`config.mk`:
```
export PLATFORM = sky130hd
export DESIGN_NAME = inst_sequencer
export DESIGN_NICKNAME = d
export VERILOG_FILES = /design/src/rtl/inst_sequencer.sv
export SDC_FILE = /design/constraint.sdc
export NUM_CORES = 1
export LEC_CHECK = 0
export BUFFER_PORTS_ARGS = -buffer_cell sky130_fd_sc_hd__buf_2
export CELL_PAD_IN_SITES_DETAIL_PLACEMENT = 1
export CELL_PAD_IN_SITES_GLOBAL_PLACEMENT = 1
export CORE_MARGIN = 2
export CORE_UTILIZATION = 28
export DETAILED_ROUTE_END_ITERATION = 12
export PLACE_DENSITY = 0.75
export SKIP_LAST_GASP = 1
export SYNTH_ARGS = -nofsm -noshare
export SYNTH_HDL_FRONTEND = slang
export SYNTH_SLANG_ARGS = --single-unit
export TNS_END_PERCENT = 30
```
`constraint.sdc`:
```
create_clock -name clock -period 1.4 [get_ports clock]
set_input_delay 0.14 -clock clock [delete_from_list [all_inputs] [get_ports clock]]
set_output_delay 0.14 -clock clock [all_outputs]
set_load 0.02 [all_outputs]
```
`src/rtl/inst_sequencer.sv`:
```
// Fetch/decode/control sequencer: walks the instruction regfile, drives data-regfile controls, issues ops to execute.
// Optional issue watchdog under `SEQ_WDOG_EN` (drops a stalled issue, sets sticky err).
`ifndef LOAD
  `define LOAD  4'h0
  `define STORE 4'h1
  `define MOVE  4'h2
  `define JUMP  4'h3
  `define INV   4'h4
  `define AND   4'h5
  `define OR    4'h6
  `define XOR   4'h7
  `define SHL   4'h8
  `define SHR   4'h9
  `define ROL   4'hA
  `define ROR   4'hB
  `define ADD   4'hC
  `define SUB   4'hD
  `define MUL   4'hE
  `define DIV   4'hF
`endif

module inst_sequencer #(
  parameter int BIT = 16,
  parameter int SZB = 4,
  parameter int SZI = 4
) (
  input  logic           clock,
  input  logic           reset,
  input  logic           start,
  input  logic [BIT-1:0] inst,
  input  logic [BIT-1:0] rs0_data,
  input  logic           ex_ready,
  output logic [SZI-1:0] addr_inst,
  output logic [SZB-1:0] addr_rs0,
  output logic [SZB-1:0] addr_rs1,
  output logic [SZB-1:0] addr_rd,
  output logic           rd_we,
  output logic           en_mv,
  output logic [3:0]     opcode,
  output logic [7:0]     imm,
  output logic           ex_valid,
  output logic           busy,
  output logic           done,
  output logic           err
);

  typedef enum logic [2:0] {
    S_IDLE, S_FETCH, S_DECODE, S_ISSUE, S_WRITE, S_NEXT
  } state_t;

  localparam logic [SZI-1:0] PC_MAX = '1;

  state_t         state_q, state_d;
  logic [SZI-1:0] pc_q, pc_d;
  logic [BIT-1:0] ir_q, ir_d;

  logic [3:0] op, f2, f1, f0;
  assign op = ir_q[15:12];
  assign f2 = ir_q[11:8];
  assign f1 = ir_q[7:4];
  assign f0 = ir_q[3:0];

  // Only the low SZI bits of a jump target are meaningful.
  logic unused_rs0_hi;
  assign unused_rs0_hi = ^rs0_data[BIT-1:SZI];

`ifdef SEQ_WDOG_EN
  logic [3:0] wdog_q, wdog_d;
  logic       err_q, err_d;
  logic       wdog_expire;

  // Expires on the 15th consecutive unaccepted ISSUE cycle.
  always_comb begin
    wdog_expire = (state_q == S_ISSUE) && !ex_ready && (wdog_q == 4'd14);
    wdog_d      = ((state_q == S_ISSUE) && !ex_ready) ? wdog_q + 4'd1 : 4'd0;
    err_d       = err_q | wdog_expire;
  end

  always_ff @(posedge clock) begin
    if (reset) begin
      wdog_q <= 4'd0;
      err_q  <= 1'b0;
    end else begin
      wdog_q <= wdog_d;
      err_q  <= err_d;
    end
  end

  assign err = err_q;
`else
  assign err = 1'b0;
`endif

  always_ff @(posedge clock) begin
    if (reset) begin
      state_q <= S_IDLE;
      pc_q    <= '0;
      ir_q    <= '0;
    end else begin
      state_q <= state_d;
      pc_q    <= pc_d;
      ir_q    <= ir_d;
    end
  end

  always_comb begin
    state_d = state_q;
    pc_d    = pc_q;
    ir_d    = ir_q;
    case (state_q)
      S_IDLE: begin
        if (start) begin
          state_d = S_FETCH;
          pc_d    = '0;
        end
      end
      S_FETCH: begin
        ir_d    = inst;
        state_d = S_DECODE;
      end
      S_DECODE: begin
        if (op == `MOVE) begin
          state_d = S_NEXT;
        end else if (op == `JUMP) begin
          pc_d    = rs0_data[SZI-1:0];
          state_d = S_FETCH;
        end else begin
          state_d = S_ISSUE;
        end
      end
      S_ISSUE: begin
        if (ex_ready) begin
          state_d = (op == `STORE) ? S_NEXT : S_WRITE;
        end
`ifdef SEQ_WDOG_EN
        else if (wdog_expire) begin
          state_d = S_IDLE;
        end
`endif
      end
      S_WRITE: state_d = S_NEXT;
      S_NEXT: begin
        if (pc_q == PC_MAX) begin
          state_d = S_IDLE;
        end else begin
          pc_d    = pc_q + 1'b1;
          state_d = S_FETCH;
        end
      end
      default: state_d = S_IDLE;
    endcase
  end

  always_comb begin
    addr_inst = pc_q;
    addr_rs0  = '0;
    addr_rs1  = '0;
    addr_rd   = '0;
    opcode    = 4'd0;
    imm       = 8'd0;
    en_mv     = 1'b0;
    rd_we     = 1'b0;
    ex_valid  = 1'b0;
    busy      = (state_q != S_IDLE);
    done      = (state_q == S_NEXT) && (pc_q == PC_MAX);
    if (state_q == S_DECODE || state_q == S_ISSUE || state_q == S_WRITE) begin
      opcode = op;
      case (op)
        `LOAD: begin
          addr_rd = SZB'(f2);
          imm     = ir_q[7:0];
        end
        `STORE: begin
          imm      = ir_q[11:4];
          addr_rs0 = SZB'(f0);
        end
        `MOVE: begin
          addr_rs0 = SZB'(f2);
          addr_rd  = SZB'(f1);
          addr_rs1 = SZB'(f1);
        end
        `JUMP: addr_rs0 = SZB'(f2);
        `INV: begin
          addr_rd  = SZB'(f2);
          addr_rs0 = SZB'(f1);
        end
        default: begin
          addr_rd  = SZB'(f2);
          addr_rs0 = SZB'(f1);
          addr_rs1 = SZB'(f0);
        end
      endcase
      en_mv    = (state_q == S_DECODE) && (op == `MOVE);
      ex_valid = (state_q == S_ISSUE);
      rd_we    = (state_q == S_WRITE);
    end
  end

endmodule

```
Word-level counts from Yosys, hierarchy flattened:

Index checks and enable logic that the tools add are counted.

* bits in registers: 23
* word-level logic and storage cells: 56

* add/sub/neg operators: 1
* eq/ne operators: 15
* mux-type cells: 24
* reductions and logical operators: 13

Operators with widths (number)
* 4-bit two-way mux: 8
* 4-bit one-hot mux with 3 select lines: 2
* 3-bit one-hot mux with 6 select lines: 1
* 4-bit one-hot mux with 2 select lines: 2
* 8-bit one-hot mux with 2 select lines: 1
* 2-bit != test, second input constant: 5
* 3-bit two-way mux: 3
* 4-bit by 2-bit equality test with 1-bit output, second input constant: 2
* 8-bit two-way mux: 1
* 3-bit by 2-bit equality test with 1-bit output, second input constant: 2
* 3-bit equality test, second input constant: 2
* 3-bit nonzero test: 2
* 1-bit two-way mux: 5
* 5-bit AND reduction: 1
* 4-bit by 1-bit adder with 4-bit output, second input constant: 1
* 4-bit by 1-bit equality test with 1-bit output, second input constant: 1
* 4-bit by 3-bit equality test with 1-bit output, second input constant: 1
* 4-bit equality test, second input constant: 1
* 4-bit logical NOT: 1
* 2-bit OR reduction: 2
* 4-bit OR reduction: 1
* 3-bit by 1-bit equality test with 1-bit output, second input constant: 1
* 3-bit logical NOT: 1
* 1-bit logical AND: 2
* other kinds (3): 4

Logic depth before layout (Yosys ltp):

* depth in word-level cells: 4
* mapped depth: 6

Worst setup path after synthesis:

OpenSTA, ideal clock, no wires.

* kind: register to output
* from: register state_q[2]
* to: output port addr_rd[0]
* arrival time: 1.670 ns
* setup slack: -0.410 ns
* stages on the path, launching flop included: 6
* cells stage by stage: dfxtp_1 > buf_2 > nor3b_2 > nor2_1 > buf_2 > a21oi_1

* cells in the longest elaborated chain, start to end: 4
* elaborated cells on any way between the ends: 6

RTL lines
* from (decl): line 53 `state_t state_q, state_d;`
* from (signal assigned): line 100 `state_q <= state_d;`
* 3-bit by 2-bit equality test with 1-bit output: line 166 `if (state_q == S_DECODE || state_q == S_ISSUE || state_q == S_WRITE) begin`
* 1-bit logical OR: line 166
* 1-bit logical OR *: line 166
* 4-bit two-way mux *: line 166
* to (decl): line 36 `output logic [SZB-1:0] addr_rd,`

Mark *: on every way between the ends. The rest lies on a longest branch, timed or not.

Worst setup path in the final report:

* from: register ir_q[14]
* to: output port addr_rd[0]

* cells in the longest elaborated chain, start to end: 4
* elaborated cells on any way between the ends: 6

RTL lines
* from (decl): line 55 `logic [BIT-1:0] ir_q, ir_d;`
* from (signal assigned): line 102 `ir_q <= ir_d;`
* 4-bit by 2-bit equality test with 1-bit output / 4-bit by 1-bit equality test with 1-bit output (equally long branches): line 168 `case (op)`
* 2-bit OR reduction (no source line)
* 4-bit one-hot mux with 2 select lines *: line 168
* 4-bit two-way mux *: line 166

Marked as above.

==> impl_metrics.tcl <==
set metrics [dict create \
    dr_total_vias 1850 \
    synth_common_cells "nand2_1 (54), a21oi_1 (28), dfxtp_1 (23)" \
    syn_avg_cell_area_um2 6.967 \
    hold_viol_final 0 \
    grt_use_met3 0.02646 \
    route.detailed.drc 0 \
    post_drt_wl_per_cell_um 15.79 \
    peakVddDrop_v 0.0006054 \
    cp-end-kind "output port" \
    die_area_um2 5714 \
    synth_top_area_frac 0.3208 \
    finalSetupViolCount 51 \
    hold_class "input port to register" \
    crit_chain "or3b_4 > nor2_4 > nand2_2 > a21oi_4 > buf_2" \
    leakagePower_nw 1.058 \
    fp.dieW_um 75.59 \
    design_area_um2 2560 \
    yosys.area.top_type "dfxtp_1" \
    grt_usage 0.2152 \
    synthFlopType "dfxtp_1" \
    cts_inserted_buffers 3 \
    antenna_found_initial 0 \
    post-dp-hpwl_mm 4.123 \
    yosysWarningCount 0 \
    n_fill_cell 650 \
    drv_cap 0 \
    layout.nets 339 \
    cpPeakStageDelay_ns 0.41 \
    place_worst_setup_slack_ns -0.2459 \
    fin_crit_sh 1.286 \
    fin_cells 371 \
    drt_iter0_markers 84 \
    clk_latency_ns 0.26 \
    finalClockSkew_ns 0.001379 \
    violations "setup timing" \
    clkSlewWorstSetupHoldPaths_ns 0.08 \
    cts.sinks 23 \
    worstPathRequired_ns 1.26 \
    fp-row-count 26 \
    rsz0062_at_grt "true" \
    cpMaxStageDelayCell "or3b_4" \
    grt_pass1_vias 1911 \
    grt_pass1_wl_mm 9.259 \
    crit_arrival_ns 1.66 \
    cp_max_fo 5 \
    crit_family "simple AND/OR/NAND/NOR gates" \
    dp.cells 355 \
    yosysUniqueCellTypes 40 \
    synth-seq-area-share 0.3208 \
    via_per_inst 4.987 \
    powerDensity_nw_per_um2 1136 \
    area_delta_synth_final_pct 78.38 \
    gp_congestion 0.8188 \
    diodes 0 \
    grt_overflow 0 \
    drt_first_pass_iters 4 \
    core_um2 5010 \
    post-synth-top-count-cell "nand2_1" \
    root_buffer "clkbuf_8" \
    antenna_left 0 \
    drive_gt1_frac 0.5116 \
    synthCells 206 \
    synth_seq_cells 23 \
    grt_max_degree 17 \
    status "finished with violations" \
    fmax_mhz 555.4 \
    start_util 0.2865 \
    fin_crit_ns 1.800 \
    cts_tree "built" \
    met2_usage 0.3884 \
    synth.area.top_cells "dfxtp_1 (32%), nand2_1 (14%), a21oi_1 (9.8%), mux2i_1 (5.6%), nor2_1 (4.4%)" \
    ctsHoldBuffers 0 \
    ctsLongestPathBuffers 2 \
    drt-total-wl_mm 5.859 \
    slew_violations 0 \
    cts.htree.levels 1 \
    start_kind "register" \
    path_class "register to output port" \
    synth-edff-count 0 \
    place_area_um2 2203 \
    use_met1 0.2610 \
    ioPinCount 70 \
    port_buffers 56 \
    grt_busiest_layer "met2" \
    async_flop_share 0 \
    syn_nets 243 \
    timing.final.ws_setup_ns -0.4004 \
    critPathBufInv 1 \
    synthesis.area_um2 1435 \
    die_h_um 75.59 \
]
-- per-stage QoR --
step	power [mW]	hold slack [ns]	TNS, ns	utilization
after global routing	3.099	0.1057	-12.58	0.5110
final	2.909	0.1074	-9.017	0.5110
after detailed placement	2.227	0.3914	-4.445	0.4398
after CTS	2.817	0.1038	-9.544	0.4898
after floorplan	1.678	0.2760	-1.941	-
after global placement	2.197	0.3848	-3.572	0.4398
-- final timing paths --
kind / start / end / slack [ns] / cells past startpoint
max reg2reg: ir_q[13] / addr_inst[3] / -0.19 / 5
min reg2reg: ir_q[10] / ir_q[10] / 0.53 / 2
max: ir_q[14] / addr_rd[0] / -0.40 / 5
min: inst[9] / ir_q[9] / 0.11 / 3
-- cell families after synthesis --
group / Yosys count / share of synthesized area
compound gates: 55 / 0.2302
xor+xnor: 2 / 0.01221
fa+ha+maj: 1 / 0.008717
buf+inv: 16 / 0.05057
flops: 23 / 0.3208
mux: 8 / 0.05580
other cells: 1 / 0.002613
simple gates: 100 / 0.3191
-- power by group --
part,internal [mW],switching (mW)
Clock,0.203,0.221
Combinational,0.722,0.877
Sequential,0.760,0.125
-- worst min-delay path: cells and delay by family --
kind            cells  cell delay [ns]
compound gates      1             0.05
buf+inv             1             0.09
simple gates        1             0.05
-- cell usage in the layout (no fill, tap or decap), types with 2 or more instances in the layout --
cell type / n
a21oi_2: 2
o21ai_2: 2
nand2_1: 48
buf_6: 17
buf_12: 2
nor3_1: 3
nor2b_1: 4
or3_1: 2
a31oi_1: 2
nor2_1: 3
buf_2: 39
mux2i_1: 8
nor2_4: 13
a21oi_1: 20
clkbuf_8: 3
nand2b_1: 2
dfxtp_2: 4
nand2_2: 5
dfxtp_4: 2
and2_1: 3
o211ai_1: 5
inv_1: 2
nor2_2: 2
o21ai_0: 6
dfxtp_1: 17
a211oi_1: 2
a32oi_1: 3
nand3_1: 3
a21oi_4: 6
buf_4: 45
nor2b_4: 2
-- sequential cells by signal (all words and copies together) (netlist names) --
register and flops:
addr_inst 4, ir_q 16, state_q 3
-- timing repair --
| item | in CTS | in global routing |
|---|---|---|
| resized for setup | 41 | 26 |
| setup buffers | 9 | 4 |
| pin swaps | 6 | 7 |
| gates cloned | 1 | 0 |
| endpoints found under the setup margin | 51 | 51 |
-- layer usage --
metal | up-vias | part of all wire
met5 | - | 0
met4 | 0 | 0.019
met3 | 10 | 0.030
met2 | 46 | 0.53
met1 | 895 | 0.42
li1 | 899 | -
-- cell type report --
type                       count  area [um2]  area share
multi-input combinational    167        1154      0.4506
sequential                    23       473.0      0.1848
timing repair buffer         104       789.5      0.3084
tap                           70       87.58     0.03421
inverter                       3       11.26    0.004399
clock buffer                   4       45.04     0.01760
(Power assumes the default switching activity.)
